`src/rtl/ser_sched_if.sv`:
```
// ser_sched_if: CPU-side bus and the scheduler's private port onto one ser device.
// slave  = the scheduler's view, master = the CPU/device side that drives it.
interface ser_sched_if;
    logic        stb;
    logic        we;
    logic        addr;
    logic [31:0] data_in;
    logic [31:0] data_out;
    logic        ack;
    logic        s_stb;
    logic        s_we;
    logic        s_addr;
    logic [31:0] s_dout;
    logic [31:0] s_din;

    modport slave (
        input  stb, we, addr, data_in, s_din,
        output data_out, ack, s_stb, s_we, s_addr, s_dout
    );

    modport master (
        output stb, we, addr, data_in, s_din,
        input  data_out, ack, s_stb, s_we, s_addr, s_dout
    );
endinterface

```
`src/rtl/ser_sched.sv`:
```
// ser_sched: buffered scheduler in front of one ser serial device.
// Polls device status, drains RX bytes into a FIFO, feeds TX bytes from a FIFO,
// and (with SER_SCHED_CFG_EN defined) applies baud changes only once TX is empty.
//
// state | meaning
// ------+-----------------------------------------------------------
// GAP   | no device access; lets ser refresh its ready flags
// POLL  | read device status, pick the next access
// RD    | read received byte from device into RX FIFO
// WR    | write TX FIFO head to device
// CFG   | write pending baud code to device (SER_SCHED_CFG_EN only)
//
// Queued TX bytes drain before CFG is issued, so bytes written before a baud
// change go out at the old rate and the change lands on an idle line.
module ser_sched #(
    parameter int TX_DEPTH_LOG2 = 4,
    parameter int RX_DEPTH_LOG2 = 4
) (
    input  logic       clk,
    input  logic       rst,
    ser_sched_if.slave bus
);
    localparam logic [TX_DEPTH_LOG2:0] TX_FULL_XOR = {1'b1, {TX_DEPTH_LOG2{1'b0}}};
    localparam logic [RX_DEPTH_LOG2:0] RX_FULL_XOR = {1'b1, {RX_DEPTH_LOG2{1'b0}}};

    typedef enum logic [2:0] {
        ST_GAP,
        ST_POLL,
        ST_RD,
        ST_WR
`ifdef SER_SCHED_CFG_EN
        , ST_CFG
`endif
    } state_t;

    state_t                 state;
    logic [7:0]             tx_mem [2**TX_DEPTH_LOG2];
    logic [7:0]             rx_mem [2**RX_DEPTH_LOG2];
    logic [TX_DEPTH_LOG2:0] tx_wp, tx_rp;
    logic [RX_DEPTH_LOG2:0] rx_wp, rx_rp;
    logic                   tx_empty, tx_full, rx_empty, rx_full;
    logic [7:0]             tx_head, rx_head;
    logic                   cpu_rd, cpu_wr, ctl_wr;
    logic                   tx_push, tx_pop, rx_push, rx_pop, rx_accept;
    logic                   rcv_rdy, xmt_rdy;
    logic                   tx_ovf, rx_ovf, cfg_pend;
    logic [31:0]            status;
    logic                   unused_bits;
`ifdef SER_SCHED_CFG_EN
    logic [2:0]             cfg_code;
`endif

    assign tx_empty = (tx_wp == tx_rp);
    assign tx_full  = ((tx_wp ^ tx_rp) == TX_FULL_XOR);
    assign rx_empty = (rx_wp == rx_rp);
    assign rx_full  = ((rx_wp ^ rx_rp) == RX_FULL_XOR);
    assign tx_head  = tx_mem[tx_rp[TX_DEPTH_LOG2-1:0]];
    assign rx_head  = rx_mem[rx_rp[RX_DEPTH_LOG2-1:0]];

    assign cpu_rd    = bus.stb & ~bus.we;
    assign cpu_wr    = bus.stb & bus.we;
    assign ctl_wr    = cpu_wr & bus.addr;
    assign tx_push   = cpu_wr & ~bus.addr;
    assign tx_pop    = (state == ST_WR) & ~tx_empty;
    assign rx_pop    = cpu_rd & ~bus.addr & ~rx_empty;
    assign rx_push   = (state == ST_RD);
    // A CPU pop on the same edge frees the slot the device byte lands in.
    assign rx_accept = rx_push & (~rx_full | rx_pop);

    assign rcv_rdy = bus.s_din[0];
    assign xmt_rdy = bus.s_din[1];

    assign status      = {26'h0, cfg_pend, tx_ovf, rx_ovf, tx_empty, ~tx_full, ~rx_empty};
    assign bus.ack     = bus.stb;
    assign unused_bits = ^{bus.s_din[31:8], bus.data_in[31:9]};

    // CPU read mux: data pops RX head, control returns status, 0 otherwise.
    always_comb begin
        bus.data_out = 32'h0;
        if (cpu_rd) begin
            if (bus.addr)
                bus.data_out = status;
            else if (!rx_empty)
                bus.data_out = {24'h0, rx_head};
        end
    end

    // Device-side access decoded from the current state; silent in reset.
    always_comb begin
        bus.s_stb  = 1'b0;
        bus.s_we   = 1'b0;
        bus.s_addr = 1'b0;
        bus.s_dout = 32'h0;
        if (!rst) begin
            case (state)
                ST_POLL: begin
                    bus.s_stb  = 1'b1;
                    bus.s_addr = 1'b1;
                end
                ST_RD: begin
                    bus.s_stb  = 1'b1;
                end
                ST_WR: begin
                    bus.s_stb  = 1'b1;
                    bus.s_we   = 1'b1;
                    bus.s_dout = {24'h0, tx_head};
                end
`ifdef SER_SCHED_CFG_EN
                ST_CFG: begin
                    bus.s_stb  = 1'b1;
                    bus.s_we   = 1'b1;
                    bus.s_addr = 1'b1;
                    bus.s_dout = {29'h0, cfg_code};
                end
`endif
                default: ;
            endcase
        end
    end

    // FIFO storage; contents are meaningless once the pointers reset.
    always_ff @(posedge clk) begin
        if (tx_push && !tx_full)
            tx_mem[tx_wp[TX_DEPTH_LOG2-1:0]] <= bus.data_in[7:0];
        if (rx_accept)
            rx_mem[rx_wp[RX_DEPTH_LOG2-1:0]] <= bus.s_din[7:0];
    end

    // FIFO pointers and sticky overflow flags; a new overflow beats a clear.
    always_ff @(posedge clk) begin
        if (rst) begin
            tx_wp  <= '0;
            tx_rp  <= '0;
            rx_wp  <= '0;
            rx_rp  <= '0;
            tx_ovf <= 1'b0;
            rx_ovf <= 1'b0;
        end else begin
            if (tx_push && !tx_full)
                tx_wp <= tx_wp + (TX_DEPTH_LOG2+1)'(1);
            if (tx_pop)
                tx_rp <= tx_rp + (TX_DEPTH_LOG2+1)'(1);
            if (rx_accept)
                rx_wp <= rx_wp + (RX_DEPTH_LOG2+1)'(1);
            if (rx_pop)
                rx_rp <= rx_rp + (RX_DEPTH_LOG2+1)'(1);
            if (ctl_wr && bus.data_in[8]) begin
                tx_ovf <= 1'b0;
                rx_ovf <= 1'b0;
            end
            if (tx_push && tx_full)
                tx_ovf <= 1'b1;
            if (rx_push && !rx_accept)
                rx_ovf <= 1'b1;
        end
    end

`ifdef SER_SCHED_CFG_EN
    // Pending baud code; a CPU write on the CFG edge re-arms with the new code.
    always_ff @(posedge clk) begin
        if (rst) begin
            cfg_pend <= 1'b0;
            cfg_code <= 3'h7;
        end else begin
            if (state == ST_CFG)
                cfg_pend <= 1'b0;
            if (ctl_wr) begin
                cfg_code <= bus.data_in[2:0];
                cfg_pend <= 1'b1;
            end
        end
    end
`else
    assign cfg_pend = 1'b0;
`endif

    // Device sequencing: every access is followed by GAP, then POLL.
    always_ff @(posedge clk) begin
        if (rst) begin
            state <= ST_GAP;
        end else begin
            case (state)
                ST_GAP:  state <= ST_POLL;
                ST_POLL: begin
`ifdef SER_SCHED_CFG_EN
                    if (cfg_pend && tx_empty && xmt_rdy)
                        state <= ST_CFG;
                    else
`endif
                    if (rcv_rdy)
                        state <= ST_RD;
                    else if (xmt_rdy && !tx_empty)
                        state <= ST_WR;
                    else
                        state <= ST_GAP;
                end
                default: state <= ST_GAP;
            endcase
        end
    end
endmodule

```
`src/flat_wrapper.sv`:
```
// flat-port wrapper written by rule: the top's interface ports become plain ports
module ser_sched_flat 
#(
    parameter int TX_DEPTH_LOG2 = 4,
    parameter int RX_DEPTH_LOG2 = 4
)
  (clk, rst, bus_stb, bus_we, bus_addr, bus_data_in, bus_s_din, bus_data_out, bus_ack, bus_s_stb, bus_s_we, bus_s_addr, bus_s_dout);
  ser_sched_if bus_i ();
  input  logic clk;
  input  logic rst;
  input wire logic [$bits(bus_i.stb)-1:0] bus_stb;
  input wire logic [$bits(bus_i.we)-1:0] bus_we;
  input wire logic [$bits(bus_i.addr)-1:0] bus_addr;
  input wire logic [$bits(bus_i.data_in)-1:0] bus_data_in;
  input wire logic [$bits(bus_i.s_din)-1:0] bus_s_din;
  output wire logic [$bits(bus_i.data_out)-1:0] bus_data_out;
  output wire logic [$bits(bus_i.ack)-1:0] bus_ack;
  output wire logic [$bits(bus_i.s_stb)-1:0] bus_s_stb;
  output wire logic [$bits(bus_i.s_we)-1:0] bus_s_we;
  output wire logic [$bits(bus_i.s_addr)-1:0] bus_s_addr;
  output wire logic [$bits(bus_i.s_dout)-1:0] bus_s_dout;
  assign bus_i.stb = bus_stb;
  assign bus_i.we = bus_we;
  assign bus_i.addr = bus_addr;
  assign bus_i.data_in = bus_data_in;
  assign bus_i.s_din = bus_s_din;
  assign bus_data_out = bus_i.data_out;
  assign bus_ack = bus_i.ack;
  assign bus_s_stb = bus_i.s_stb;
  assign bus_s_we = bus_i.s_we;
  assign bus_s_addr = bus_i.s_addr;
  assign bus_s_dout = bus_i.s_dout;
  ser_sched #(.TX_DEPTH_LOG2(TX_DEPTH_LOG2), .RX_DEPTH_LOG2(RX_DEPTH_LOG2)) u_core (.clk(clk), .rst(rst), .bus(bus_i));
endmodule
```
`config.mk`:
```
export PLATFORM = sky130hd
export DESIGN_NAME = ser_sched_flat
export DESIGN_NICKNAME = d
export VERILOG_FILES = /design/src/rtl/ser_sched_if.sv /design/src/rtl/ser_sched.sv /design/src/flat_wrapper.sv
export SDC_FILE = /design/constraint.sdc
export NUM_CORES = 1
export LEC_CHECK = 0
export ABC_AREA = 1
export BUFFER_PORTS_ARGS = -buffer_cell sky130_fd_sc_hd__buf_2
export CORE_UTILIZATION = 55
export DETAILED_ROUTE_END_ITERATION = 10
export HOLD_SLACK_MARGIN = 0.12
export PLACE_DENSITY = 0.75
export REMOVE_ABC_BUFFERS = 1
export SYNTH_ARGS = -nofsm -noshare
export SYNTH_HDL_FRONTEND = slang
export SYNTH_SLANG_ARGS = --single-unit
```
`constraint.sdc`:
```
create_clock -name clk -period 4.4 [get_ports clk]
set_clock_uncertainty 0.05 [all_clocks]
set_input_delay 0.66 -clock clk [delete_from_list [all_inputs] [get_ports clk]]
set_output_delay 0.66 -clock clk [all_outputs]
set_load 0.1 [all_outputs]
```
==> reports/summary.txt, run 1 <==
outcome: finished clean
Final Hold Fails: 0
FP Rows: 54
vias per inst: 5.39
Hold Path Class: register to register
largest net degree at the start of global routing: 66
most frequent cells in the layout: edfxtp_1 (256), nor2_1 (194), nand2_1 (142)
Bufs and invs on worst path: 3
Finish-stage setup viols: 0
Clk Latency, worst-skew pair: 0.55 ns
synth unique cells: 34
post-CTS setup buffer count: 0
Syn Std Cell Area: 0.0126 mm^2
PwrDens: 412 mW/mm^2
Num CTS Buffers: 29
worst-path fanout max: 47
dpl cells: 1,414
HPWL Detailed: 15,700 um
clock-pin slew reported for the worst setup and hold paths after clock tree synthesis: 0.06 ns
Nets: 1,244
die area: 0.0235 mm^2
first-pass GRT wire length: 39,700 um
# hold bufs at CTS: 0
Overflow after GRT: 0
CP dominant cell by count: nand2_1
Tcrit/Tclk final: 86.0%
Initial Utilization: 56.8%
Peak VDD IR: 0.428 mV
DRT Wirelength: 25,400 um
Post-Syn Instances: 1,138
leading cell type in the layout, fill and taps excluded: edfxtp_1
initial drt markers: 568
Total Routing Usage GR: 22.0%
DRC: 0
DR WL/cell: 17.3 um
Worst Path Arrival: 3.07 ns
critical path's slowest cell: inv_2
critical path, cell by cell: inv_2 > buf_4 > nand2_1 > nand2_1 > nand2_1 > nand3_1 > nand3_1 > nand2_1 > nand2_1 > a21oi_1 > buf_2
sequential fraction of the synthesis area: 66.1%
Syn Area/Cell: 11.1 um^2
clock buffer depth: 3
Setup WS pre-CTS: 1.19 ns
minimum clock period: 3.78 ns
placed inst area: 0.0128 mm^2
die height: 153 um
port bufs: 41
startpoint types: register
WS Path Type: register to output port
Placer Congestion: 0.825
Final Instance Area: 0.0136 mm^2
antenna cells: 0
fin util: 61.5%
layout cells sized above 1: 10.1%
maxcap violations: 0
Power, Total: 5.62 mW
normalized max-slew margin: 41.7%
number of non-filler instances in the completed layout: 1,466
initial antenna violation count: 0
Req. time, crit path: 3.69 ns
delay-heaviest family, CP: buffers and inverters
Root Buffer: clkbuf_16
final worst setup slack: 0.618 ns
Die Width: 153 um
Syn-to-layout area delta: 8.15%
synthesized flop and latch total: 288
LEAKAGE: 5.09 nW
Yosys Warn Count: 0
RSZ-0062 raised after global routing: no
vias in the first global route: 7,639
vias: 7,905
crit end category: output port
htree depth: 1
core area: 0.0222 mm^2
Ports: 137
fin. max-slew vios: 0
Fmax: 0.264 GHz
1st-pass router iterations: 5
Final ANT Viol Nets: 0
CTS Sinks: 288
worst slew pin tran: 0.871 ns
CP max stage delay: 0.60 ns
CTS tree: done
cts repair resizes: 0
per-stage QoR:
step / TNS [ns] / hold slack (ns)
after floorplan: -2.19 / 0.389
after global placement: 0 / 0.405
after detailed placement: 0 / 0.421
after CTS: 0 / 0.429
after global routing: 0 / 0.449
final: 0 / 0.433
worst min-delay path, cell delays in order (launching register included):
cell     delay (ns)
dfxtp_1        0.32
nand2_1        0.06
a21oi_1        0.06
report_power, final:
group | internal, mW | leakage [nW] | switching, mW
Sequential | 2.98 | 2.56 | 0.00806
Clock | 1.27 | 0.422 | 0.979
Combinational | 0.0439 | 2.11 | 0.333
kinds of logic after synthesis:
| kind of cell | after synthesis | share of synthesized area [%] |
|---|---|---|
| and+or+nand+nor | 457 | 15.8 |
| other | 1 | 0.0298 |
| DFF | 288 | 66.1 |
| buffers and inverters | 182 | 7.57 |
| AOI/OAI and AO/OA | 179 | 7.99 |
| xor gates and xnor gates | 21 | 1.46 |
| adders and majority gates | 10 | 0.994 |
per-layer routing:
metal  global-route usage [%]  vias up  share of wire [%]
met5                        0        -                  0
met4                     8.37        0                3.6
met3                     3.01       61                6.0
met2                     39.2      236                 50
met1                     27.1     3732                 40
li1                         -     3876                  -
sequential cells by signal, summed over array words and instances (netlist names), named ones only:
register and count:
u_core.rx_rp 5, u_core.tx_mem 128, u_core.rx_mem 128, u_core.tx_wp 5, u_core.rx_wp 5, u_core.tx_ovf 1, u_core.rx_ovf 1, u_core.tx_rp 5
u_core.state 2
cell usage after synthesis, drive strengths merged:
library cell | n | area [um^2]
edfxtp | 256 | 7690
nor2 | 202 | 793
nand2 | 153 | 642
o21ai | 102 | 510
nand3 | 97 | 513
buf | 85 | 577
inv | 82 | 318
o211ai | 40 | 300
dfxtp | 32 | 641
a21oi | 30 | 150
clkbuf | 15 | 58.8
xor2 | 13 | 114
ha | 10 | 125
xnor2 | 8 | 70.1
o22ai | 6 | 37.5
nand4 | 3 | 18.8
conb | 1 | 3.75
nand2b | 1 | 6.26
nand3b | 1 | 20.0
o21a | 1 | 7.51
cell type report:
type	count	area [um^2]
Fill cell	1732	8540
Sequential cell	288	8330
Multi-Input combinational cell	715	3490
Clock buffer	36	752
Tap cell	280	350
Inverter	82	318
Timing Repair Buffer	49	265
Clock inverter	16	115
final timing paths:
check,cells after the start,end,start,slack (ns)
hold reg to reg,2,u_core.tx_ovf,u_core.tx_ovf,0.43
setup reg to reg,7,u_core.rx_mem[11][1],u_core.rx_wp[2],2.05
setup / recovery,11,bus_data_out[2],register,0.62
hold / removal,2,u_core.tx_ovf,u_core.tx_ovf,0.43
Note: power is estimated with default switching activity, not from simulation.
==> run 2: changes to the inputs <==
RECOVER_POWER = 50   (was default)
==> reports/summary.txt, run 2 (synthesis results as in run 1) <==
crit end category: output port
PwrDens: 415 mW/mm^2 (+0.65%)
startpoint types: register
Ports: 137 (unchanged)
Nets: 1,244 (unchanged)
largest net degree at the start of global routing: 66 (unchanged)
Tcrit/Tclk final: 86.2% (+0.25 points)
Clk Latency, worst-skew pair: 0.55 ns (about the same)
Num CTS Buffers: 29 (unchanged)
CP max stage delay: 0.56 ns (-0.04 ns)
Placer Congestion: 0.825 (unchanged)
LEAKAGE: 4.98 nW (-2.2%)
Initial Utilization: 56.8% (unchanged)
worst slew pin tran: 0.920 ns (+0.0488 ns)
leading cell type in the layout, fill and taps excluded: edfxtp_1
Die Width: 153 um (unchanged)
DR WL/cell: 17.3 um (+0.19%)
clock buffer depth: 3 (unchanged)
WS Path Type: register to output port
die height: 153 um (unchanged)
dpl cells: 1,414 (unchanged)
Bufs and invs on worst path: 3 (unchanged)
Finish-stage setup viols: 0 (unchanged)
most frequent cells in the layout: edfxtp_1 (256), nor2_1 (196), nand2_1 (146)
core area: 0.0222 mm^2 (unchanged)
Hold Path Class: register to register
port bufs: 41 (unchanged)
vias in the first global route: 7,639 (unchanged)
maxcap violations: 0 (unchanged)
number of non-filler instances in the completed layout: 1,466 (unchanged)
CTS tree: done
DRC: 0 (unchanged)
Root Buffer: clkbuf_16
clock-pin slew reported for the worst setup and hold paths after clock tree synthesis: 0.06 ns (about the same)
CTS Sinks: 288 (unchanged)
Worst Path Arrival: 3.08 ns (about the same)
DRT Wirelength: 25,400 um (+0.19%)
Req. time, crit path: 3.69 ns (about the same)
vias per inst: 5.40 (about the same)
Final ANT Viol Nets: 0 (unchanged)
normalized max-slew margin: 38.5% (-3.3 points)
cts repair resizes: 0 (unchanged)
initial antenna violation count: 0 (unchanged)
vias: 7,912 (+0.089%)
Overflow after GRT: 0 (unchanged)
Peak VDD IR: 0.428 mV (about the same)
RSZ-0062 raised after global routing: no
antenna cells: 0 (unchanged)
worst-path fanout max: 39 (-17%)
setup TNS: 0 ns (unchanged)
layout cells sized above 1: 7.76% (-2.4 points)
outcome: finished clean
Syn-to-layout area delta: 7.36%
first-pass GRT wire length: 39,700 um (unchanged)
1st-pass router iterations: 5 (unchanged)
Total Routing Usage GR: 22.0% (unchanged)
die area: 0.0235 mm^2 (unchanged)
delay-heaviest family, CP: buffers and inverters
FP Rows: 54 (unchanged)
post-CTS setup buffer count: 0 (unchanged)
fin util: 61.0% (-0.45 points)
htree depth: 1 (unchanged)
minimum clock period: 3.79 ns (+0.0112 ns)
fin. max-slew vios: 0 (unchanged)
Final Hold Fails: 0 (unchanged)
# hold bufs at CTS: 0 (unchanged)
Fmax: 0.264 GHz (-0.29%)
critical path, cell by cell: inv_2 > buf_4 > nor2_1 > o211ai_1 > nand3_1 > a21oi_1 > buf_2
HPWL Detailed: 15,700 um (unchanged)
critical path's slowest cell: inv_2
initial drt markers: 577 (+1.6%)
run 2: changes by cell type in the layout (fill, tap and decap cells not counted), moves of 3 or more:
cell,before,now
nand2_1,142,146
inv_2,7,4
buf_2,41,25
nand3_1,93,96
clkbuf_1,7,23
nand2_4,8,4
inv_1,73,76
run 2: worst min-delay path, delay by kind of cell, from the launching register on:
kind	cells	cell delay, ns
simple gates	1	0.06
compound gates	1	0.06
flops	1	0.32
run 2: metrics by stage:
step | hold slack (ns) | setup WS (ns) | cell area [um^2] | total power, mW
2_1_floorplan | 0.389 | -0.192 | 12100 | 3.34
3_3_place_gp | 0.405 | 1.21 | 12800 | 3.42
3_5_place_dp | 0.421 | 1.19 | 12800 | 3.42
4_1_cts | 0.429 | 0.603 | 13600 | 5.64
5_1_grt | 0.457 | 0.427 | 13500 | 5.77
6_report | 0.433 | 0.607 | 13500 | 5.61
run 2: power breakdown:
| group | total, mW | internal, mW | switching [mW] |
|---|---|---|---|
| combinational | 0.368 | 0.0390 | 0.329 |
| clock | 2.25 | 1.27 | 0.982 |
| sequential | 2.99 | 2.98 | 0.00804 |
run 2: final timing paths:
path                         from             endpoint  slack [ns]  cells past startpoint
setup / recovery         register        bus_s_dout[5]        0.61                      7
setup reg to reg  u_core.rx_wp[2]  u_core.rx_mem[0][7]        1.72                      7
hold / removal      u_core.tx_ovf        u_core.tx_ovf        0.43                      2
hold reg to reg     u_core.tx_ovf        u_core.tx_ovf        0.43                      2
run 2: layout make-up:
cell class	count	area, um^2
Timing Repair Buffer	49	245
Sequential cell	288	8330
Fill cell	1753	8640
Tap cell	280	350
Multi-Input combinational cell	715	3420
Clock inverter	16	115
Inverter	82	310
Clock buffer	36	752
run 2: routing by layer:
metal | global-route usage, % | vias up | wire length, um
met5 | 0 | - | 0
met4 | 8.37 | 0 | 798
met3 | 3.01 | 52 | 1440
met2 | 39.2 | 242 | 12900
met1 | 27.1 | 3745 | 10300
li1 | - | 3873 | -
